===== src/rtl/wb_unit.sv =====
// wb_unit: memory-access and write-back stage of the pipeline.
// Holds the M and WB pipeline registers and runs a small IDLE/ACCESS FSM
// that talks to the data memory and stalls the upstream stages while a
// load or store is waiting for mem_ack. A wait counter bounds each access.
// A timed-out access is dropped and recorded in a sticky error flag.
module wb_unit (
  input  logic        clk,
  input  logic        rst,
  input  logic        ex_valid,
  input  logic        ex_RegWrite,
  input  logic        ex_mem_to_reg,
  input  logic        ex_reg_to_mem,
  input  logic [3:0]  ex_reg_rd,
  input  logic [15:0] ex_alu_result,
  input  logic [15:0] ex_store_data,
  output logic        stall,
  output logic        mem_req,
  output logic        mem_we,
  output logic [15:0] mem_addr,
  output logic [15:0] mem_wdata,
  input  logic [15:0] mem_rdata,
  input  logic        mem_ack,
  output logic        RegWrite_out,
  output logic [3:0]  reg_rd_wb,
  output logic [15:0] reg_rd_data,
  output logic [3:0]  EX_MEM_reg_rd,
  output logic [3:0]  MEM_WB_reg_rd,
  output logic        mem_err
);

  typedef enum logic {IDLE, ACCESS} state_t;

  state_t      state, state_next;

  logic        m_valid, m_regwrite, m_mem_to_reg, m_reg_to_mem;
  logic [3:0]  m_rd;
  logic [15:0] m_alu_result, m_store_data;

  logic        wb_valid, wb_regwrite, wb_reg_to_mem;
  logic [3:0]  wb_rd;
  logic [15:0] wb_data;

  logic [3:0]  wait_cnt;
  logic [3:0]  wait_inc;

  logic        in_access, advance, timeout, ex_is_mem;

  assign in_access = (state == ACCESS);
  assign stall     = in_access & ~mem_ack;
  assign advance   = ~stall;
  assign ex_is_mem = ex_valid & (ex_mem_to_reg | ex_reg_to_mem);
  assign wait_inc  = wait_cnt + 4'd1;
  // An unacked cycle that would bring the counter to 15 ends the access,
  // so mem_req is held for at most 15 cycles; an ack in that cycle still wins.
  assign timeout   = in_access & ~mem_ack & (wait_inc == 4'd15);

  assign RegWrite_out  = wb_valid & wb_regwrite & ~wb_reg_to_mem & (wb_rd != 4'd0);
  assign reg_rd_wb     = wb_rd;
  assign reg_rd_data   = wb_data;
  assign EX_MEM_reg_rd = (m_valid & m_regwrite) ? m_rd : 4'd0;
  assign MEM_WB_reg_rd = RegWrite_out ? wb_rd : 4'd0;

  // Next-state and memory-port decode; ACCESS with ack can chain straight into the next op.
  always_comb begin
    state_next = state;
    mem_req    = 1'b0;
    mem_we     = 1'b0;
    mem_addr   = 16'd0;
    mem_wdata  = 16'd0;
    case (state)
      IDLE: begin
        state_next = ex_is_mem ? ACCESS : IDLE;
      end
      ACCESS: begin
        mem_req   = 1'b1;
        mem_we    = m_reg_to_mem;
        mem_addr  = m_alu_result;
        mem_wdata = m_store_data;
        if (mem_ack)
          state_next = ex_is_mem ? ACCESS : IDLE;
        else if (timeout)
          state_next = IDLE;
      end
      default: state_next = IDLE;
    endcase
  end

  // State register and wait counter; the counter restarts whenever a new op is taken.
  always_ff @(posedge clk or posedge rst) begin
    if (rst) begin
      state    <= IDLE;
      wait_cnt <= 4'd0;
    end else begin
      state <= state_next;
      if (advance || timeout)
        wait_cnt <= 4'd0;
      else
        wait_cnt <= wait_inc;
    end
  end

  // M register: loads from EX whenever the pipe moves, invalidated on timeout.
  always_ff @(posedge clk or posedge rst) begin
    if (rst) begin
      m_valid      <= 1'b0;
      m_regwrite   <= 1'b0;
      m_mem_to_reg <= 1'b0;
      m_reg_to_mem <= 1'b0;
      m_rd         <= 4'd0;
      m_alu_result <= 16'd0;
      m_store_data <= 16'd0;
    end else if (advance) begin
      m_valid      <= ex_valid;
      m_regwrite   <= ex_RegWrite;
      m_mem_to_reg <= ex_mem_to_reg;
      m_reg_to_mem <= ex_reg_to_mem;
      m_rd         <= ex_reg_rd;
      m_alu_result <= ex_alu_result;
      m_store_data <= ex_store_data;
    end else if (timeout) begin
      m_valid <= 1'b0;
    end
  end

  // WB register: takes M when the access completes (or no access), else a bubble.
  always_ff @(posedge clk or posedge rst) begin
    if (rst) begin
      wb_valid      <= 1'b0;
      wb_regwrite   <= 1'b0;
      wb_reg_to_mem <= 1'b0;
      wb_rd         <= 4'd0;
      wb_data       <= 16'd0;
    end else if (advance) begin
      wb_valid      <= m_valid;
      wb_regwrite   <= m_regwrite;
      wb_reg_to_mem <= m_reg_to_mem;
      wb_rd         <= m_rd;
      wb_data       <= (in_access && m_mem_to_reg && !m_reg_to_mem) ? mem_rdata : m_alu_result;
    end else begin
      wb_valid <= 1'b0;
    end
  end

  // Sticky timeout flag, cleared only by reset.
  always_ff @(posedge clk or posedge rst) begin
    if (rst)
      mem_err <= 1'b0;
    else if (timeout)
      mem_err <= 1'b1;
  end

endmodule


===== config.mk =====
export PLATFORM = sky130hd
export DESIGN_NAME = wb_unit
export DESIGN_NICKNAME = d
export VERILOG_FILES = /design/src/rtl/wb_unit.sv
export SDC_FILE = /design/constraint.sdc
export NUM_CORES = 1
export LEC_CHECK = 0
export BUFFER_PORTS_ARGS = -buffer_cell sky130_fd_sc_hd__buf_2
export CAP_MARGIN = 20
export CORE_MARGIN = 10
export CORE_UTILIZATION = 49
export CTS_CLUSTER_DIAMETER = 120
export DETAILED_ROUTE_END_ITERATION = 10
export PLACE_DENSITY = 0.8
export SYNTH_ARGS = -nofsm -noshare
export SYNTH_HDL_FRONTEND = slang
export SYNTH_SLANG_ARGS = --single-unit

===== constraint.sdc =====
create_clock -name clk -period 2.6 [get_ports clk]
set_clock_uncertainty 0.2 [all_clocks]
set_input_delay 0.26 -clock clk [delete_from_list [all_inputs] [get_ports clk]]
set_output_delay 0.26 -clock clk [all_outputs]
set_load 0.01 [all_outputs]

=== Word level (Yosys, flattened, before mapping) ===
Index checks and enable logic that the tools add are counted.

* Add/sub/neg operators: 1
* Equal/unequal tests: 2
* Multiplexer cells: 15
* Bitwise logic cells: 12
* Reductions and logical operators: 5

{| class="wikitable"
|+ Operator list
! operator !! number
|-
| 16-bit 2-to-1 mux || 3
|-
| 4-bit 2-to-1 mux || 3
|-
| 1-bit 2-to-1 mux || 8
|-
| 1-bit AND || 7
|-
| 4-bit by 1-bit adder with 4-bit output, second input constant || 1
|-
| 4-bit == test, second input constant || 1
|-
| 1-bit inverter || 4
|-
| 4-bit nonzero test || 1
|-
| 1-bit logical AND || 2
|-
| 2-bit by 1-bit != test with 1-bit output, second input constant || 1
|-
| 1-bit one-hot mux with 2 select lines || 1
|-
| 1-bit zero test || 1
|-
| 1-bit logical OR || 1
|-
| 1-bit OR || 1
|}

* Bits in registers: 69
* Bits of input ports: 59

=== Longest topological paths before layout ===
* Depth in word-level cells: 6
* Mapped depth: 6
* Depth with buffers taken out: 5

=== Worst setup path before layout ===
Ideal clock, no wire load.

* Path type: reg2reg
* From: register wait_cnt[0]
* To: register mem_err
* Setup time: 0.118 ns
* Arrival time: 1.187 ns
* Slack: 1.095 ns
* Stages on the path, launching flop included: 6
* Path buffers: 0
* Period minus slack after synthesis: 1.505 ns
* Cell sequence: dfrtp_1 > ha_1 > nor2b_1 > a21oi_1 > o2bb2ai_2 > a21o_1

* Word-level cells in the longest chain between the ends: 3

{| class="wikitable"
|+ RTL lines
! item !! line !! source
|-
| start, declared || 43 || <nowiki>logic [3:0] wait_cnt;</nowiki>
|-
| start signal, assigned || 98 || <nowiki>wait_cnt <= wait_inc;</nowiki>
|-
| 4-bit by 1-bit adder with 4-bit output || 52 || <nowiki>assign wait_inc = wait_cnt + 4'd1;</nowiki>
|-
| 4-bit == test || 55 || <nowiki>assign timeout = in_access & ~mem_ack & (wait_inc == 4'd15);</nowiki>
|-
| 1-bit AND || 55 ||
|-
| end signal, assigned || 147 || <nowiki>mem_err <= 1'b0;</nowiki>
|-
| end signal, assigned || 149 || <nowiki>mem_err <= 1'b1;</nowiki>
|-
| end, declared || 28 || <nowiki>output logic mem_err</nowiki>
|}

No other way between the ends.
A chain may end at the register's enable or synchronous reset.

=== Worst setup path after layout ===
* From: register state, in the netlist in_access
* To: output port mem_wdata[0]

* Word-level cells in the longest chain between the ends: 1

{| class="wikitable"
|+ RTL lines
! item !! line !! source
|-
| start, declared || 33 || <nowiki>state_t state, state_next;</nowiki>
|-
| start signal, assigned || 94 || <nowiki>state <= state_next;</nowiki>
|-
| 16-bit 2-to-1 mux || 70 || <nowiki>case (state)</nowiki>
|-
| end, declared || 20 || <nowiki>output logic [15:0] mem_wdata,</nowiki>
|}

No other way between the ends.

==> flow_summary.json <==
{
  "status": "finished clean",
  "hold_viol_final": 0,
  "yosysSeqAreaShare_pct": 54.2,
  "critPathArrivalTime_ns": 1.35,
  "synthMuxAreaShare_pct": 5.03,
  "endpoint": "mem_wdata[0]",
  "drive_above_1_share_pct": 28.7,
  "syn2layout_area_growth_pct": 38.5,
  "gp_congestion": 0.808,
  "cts_made_buffers": 9,
  "port_buffers": 123,
  "drc": 0,
  "cp.depth": 3,
  "crit_fanout": 35,
  "final-setup-viol-count": 0,
  "fmaxAchievable_mhz": 553,
  "synth_compound_area_share_pct": 4.79,
  "vias": 2872,
  "start_util_pct": 50.4,
  "top_level_ports": 124,
  "endpoint_kind": "output port",
  "root_buffer": "clkbuf_8",
  "design.die.area_um2": 10100,
  "clock-sinks": 69,
  "num_rows": 29,
  "viasPerCell": 4.84,
  "die_y_um": 101,
  "clk_latency_ns": 0.33,
  "synth_cell_types": 31,
  "worst-setup-path-type": "reg2out",
  "multi_input_area_um2": 1270,
  "synth_top_family_by_area": "simple AND/OR/NAND/NOR gates",
  "grt_max_degree": 81,
  "tns_ns": 0,
  "tightestPinTransition_ns": 0.544,
  "overflow": 0,
  "synthCells": 347,
  "core-area_um2": 6310,
  "use_met1_pct": 21.2,
  "crit_family": "buffers and inverters",
  "syn-cell-area_um2": 3180,
  "slew_headroom_pct": 63.7,
  "grt_pass1_vias": 2948,
  "post_drt_wl_per_cell_um": 15.2,
  "routed_wl_mm": 9.02,
  "layout.nets": 572,
  "cp-startpoint": "in_access$_DFF_PP0_",
  "cp.required_ns": 2.14,
  "p_leak_nw": 2.48,
  "slew_violations": 0,
  "fillers": 517,
  "cts_tree": "yes",
  "htreeDepth": 3,
  "timing.critical_path.from_type": "flip-flop",
  "synth_fp_nets": 408,
  "use_met2_pct": 27.8,
  "cts_resized": 0,
  "avgSynthCellArea_um2": 9.18,
  "cts_setup_buffers": 0,
  "ant_nets": 0,
  "dpl.hpwl_mm": 5.89,
  "crit_path_max_incr_delay_ns": 0.37,
  "antenna_found_initial": 2,
  "fin_crit_sh_pct": 69.5,
  "hp-class": "in2reg",
  "ff2ff_path_depth": 5,
  "synthAdderAreaFrac_pct": 0.786,
  "rsz0062_at_grt": "no",
  "powerDensity_nw_per_um2": 626,
  "clk_pin_slew_worst_paths_ns": 0.07,
  "crit_buf_inv": 2,
  "hold-worst-slack_ns": 0.0159,
  "track_usage_pct": 17.8,
  "use_met3_pct": 7.68,
  "reg2reg_slack_ns": 0.93,
  "cts_buffer_depth": 2,
  "dp.cells": 534,
  "die_w_um": 101,
  "yosysWarnings": 0,
  "yosys.area_share.simple_pct": 29.0,
  "synth_xor_xnor_area_share_pct": 0.275,
  "dr.pass1.iters": 5,
  "cp_slowest_cell": "dfrtp_1",
  "crit_chain": "buf_4 > and2_1 > buf_2",
  "final_cell_count_no_fill": 594,
  "seqCellArea_um2": 1730,
  "busiest_layer": "met2",
  "vdd_drop_max_v": 0.000377,
  "synth-seq-cells": 69,
  "drt_iter0_drc": 135,
  "drv_cap": 0,
  "r2r_start": "wait_cnt[0]$_DFF_PP0_",
  "r2r-end": "in_access$_DFF_PP0_",
  "final_util_pct": 69.8,
  "period_needed_ns": 1.81,
  "grt_pass1_wl_mm": 14.6
}
==> synthesized netlist by cell type (all sizes together) <==
| cell | number | area (um^2) |
|---|---|---|
| nand2 | 156 | 586 |
| and2 | 38 | 241 |
| or2 | 1 | 6.26 |
| o2bb2ai | 1 | 15.0 |
| nand2b | 1 | 6.26 |
| nor3 | 5 | 25.0 |
| o211ai | 1 | 7.51 |
| ha | 2 | 25.0 |
| inv | 3 | 23.8 |
| xor2 | 1 | 8.76 |
| mux2i | 16 | 160 |
| nor4 | 1 | 6.26 |
| buf | 16 | 151 |
| a211oi | 2 | 15.0 |
| clkbuf | 3 | 11.3 |
| o21ai | 18 | 90.1 |
| nor2b | 2 | 12.5 |
| nor2 | 1 | 3.75 |
| a21oi | 2 | 10.0 |
| a21o | 2 | 15.0 |
| dfrtp | 69 | 1730 |
| nand3b | 1 | 7.51 |
| and3 | 4 | 25.0 |
| nand3 | 1 | 5.00 |
==> cell type report <==
class                           instances  share of cell area (%)
Antenna cell                            2                   0.114
Sequential cell                        69                    39.2
Multi-Input combinational cell        256                    28.9
Clock inverter                          1                   0.681
Timing Repair Buffer                  172                    24.7
Clock buffer                           14                    3.69
Inverter                                3                   0.539
Tap cell                               77                    2.19
==> cell usage in the layout (no fill, tap or decap) <==
cell,Yosys,routed
nor4_1,1,1
dfrtp_1,69,69
bufinv_16,0,1
and3_1,4,4
mux2i_1,16,16
o21ai_1,11,11
nand3b_1,1,1
inv_12,1,1
a211oi_1,2,2
buf_4,6,6
and2_2,3,3
nand2b_2,0,1
inv_1,2,1
a21oi_1,2,2
nand2_1,156,156
buf_2,5,123
o211ai_1,1,1
nand3_1,1,1
nor3_1,5,5
nor2_1,1,1
clkbuf_1,3,3
ha_1,2,2
dlygate4sd3_1,0,43
clkbuf_8,0,11
diode_2,0,2
xor2_1,1,1
nor2b_1,2,2
and2_1,35,35
o2bb2ai_2,1,1
inv_2,0,1
a21o_1,2,2
o21ai_0,7,7
or2_0,1,1
==> how the worst min path moves through the flow <==
stage	start	endpoint	slack (ns)	depth (start not counted)
after detailed placement	rst	m_store_data[7]$_DFFE_PP0N_	0.14	2
final	mem_rdata[7]	reg_rd_data[7]$_DFFE_PP0N_	0.02	3
after global placement	rst	m_store_data[5]$_DFFE_PP0N_	0.13	2
after floorplan	ex_store_data[0]	m_store_data[0]$_DFFE_PP0N_	0.17	2
after global routing	mem_rdata[7]	reg_rd_data[7]$_DFFE_PP0N_	0.003	3
after CTS	mem_rdata[7]	reg_rd_data[7]$_DFFE_PP0N_	0.004	3
==> cell families (layout without fill, tap and decap cells) <==
logic type                 count (synthesis)  after routing
other                                      0              2
xor gates and xnor gates                   1              1
adders and majority gates                  2              2
AOI/OAI and AO/OA                         26             26
buffers and inverters                     22            190
muxes                                     16             16
and+or+nand+nor                          211            211
DFF                                       69             69
==> per-stage QoR <==
step                cell area (um^2)  total power, mW  setup slack (ns)
global route                    4410             2.93             0.711
CTS                             4400             2.78             0.760
global placement                3780             1.85              1.00
floorplan                       3180             1.65             0.400
finish                          4410             2.76             0.793
detailed placement              3780             1.87             0.918
==> timing repair <==
action                     in CTS  in global routing
hold buffers                   43                  0
setup endpoints to repair       0                  0
hold endpoints to repair       67                  0
==> worst reg2reg max path, cell delays in order, from the launching register on <==
cell	delay (ns)
dfrtp_1	0.42
ha_1	0.25
nor2b_1	0.19
a21oi_1	0.11
o2bb2ai_2	0.26
o21ai_0	0.11
==> power by group <==
group          switching, mW  internal (mW)
sequential            0.0862           1.21
clock                  0.367          0.492
combinational          0.332          0.274
==> metal layers <==
| layer | wire length [um] | up-vias |
|---|---|---|
| met3 | 938 | 13 |
| li1 | - | 1424 |
| met1 | 3730 | 1318 |
| met5 | 0 | - |
| met4 | 131 | 0 |
| met2 | 4220 | 117 |
Note: power is estimated with default switching activity, not from simulation.
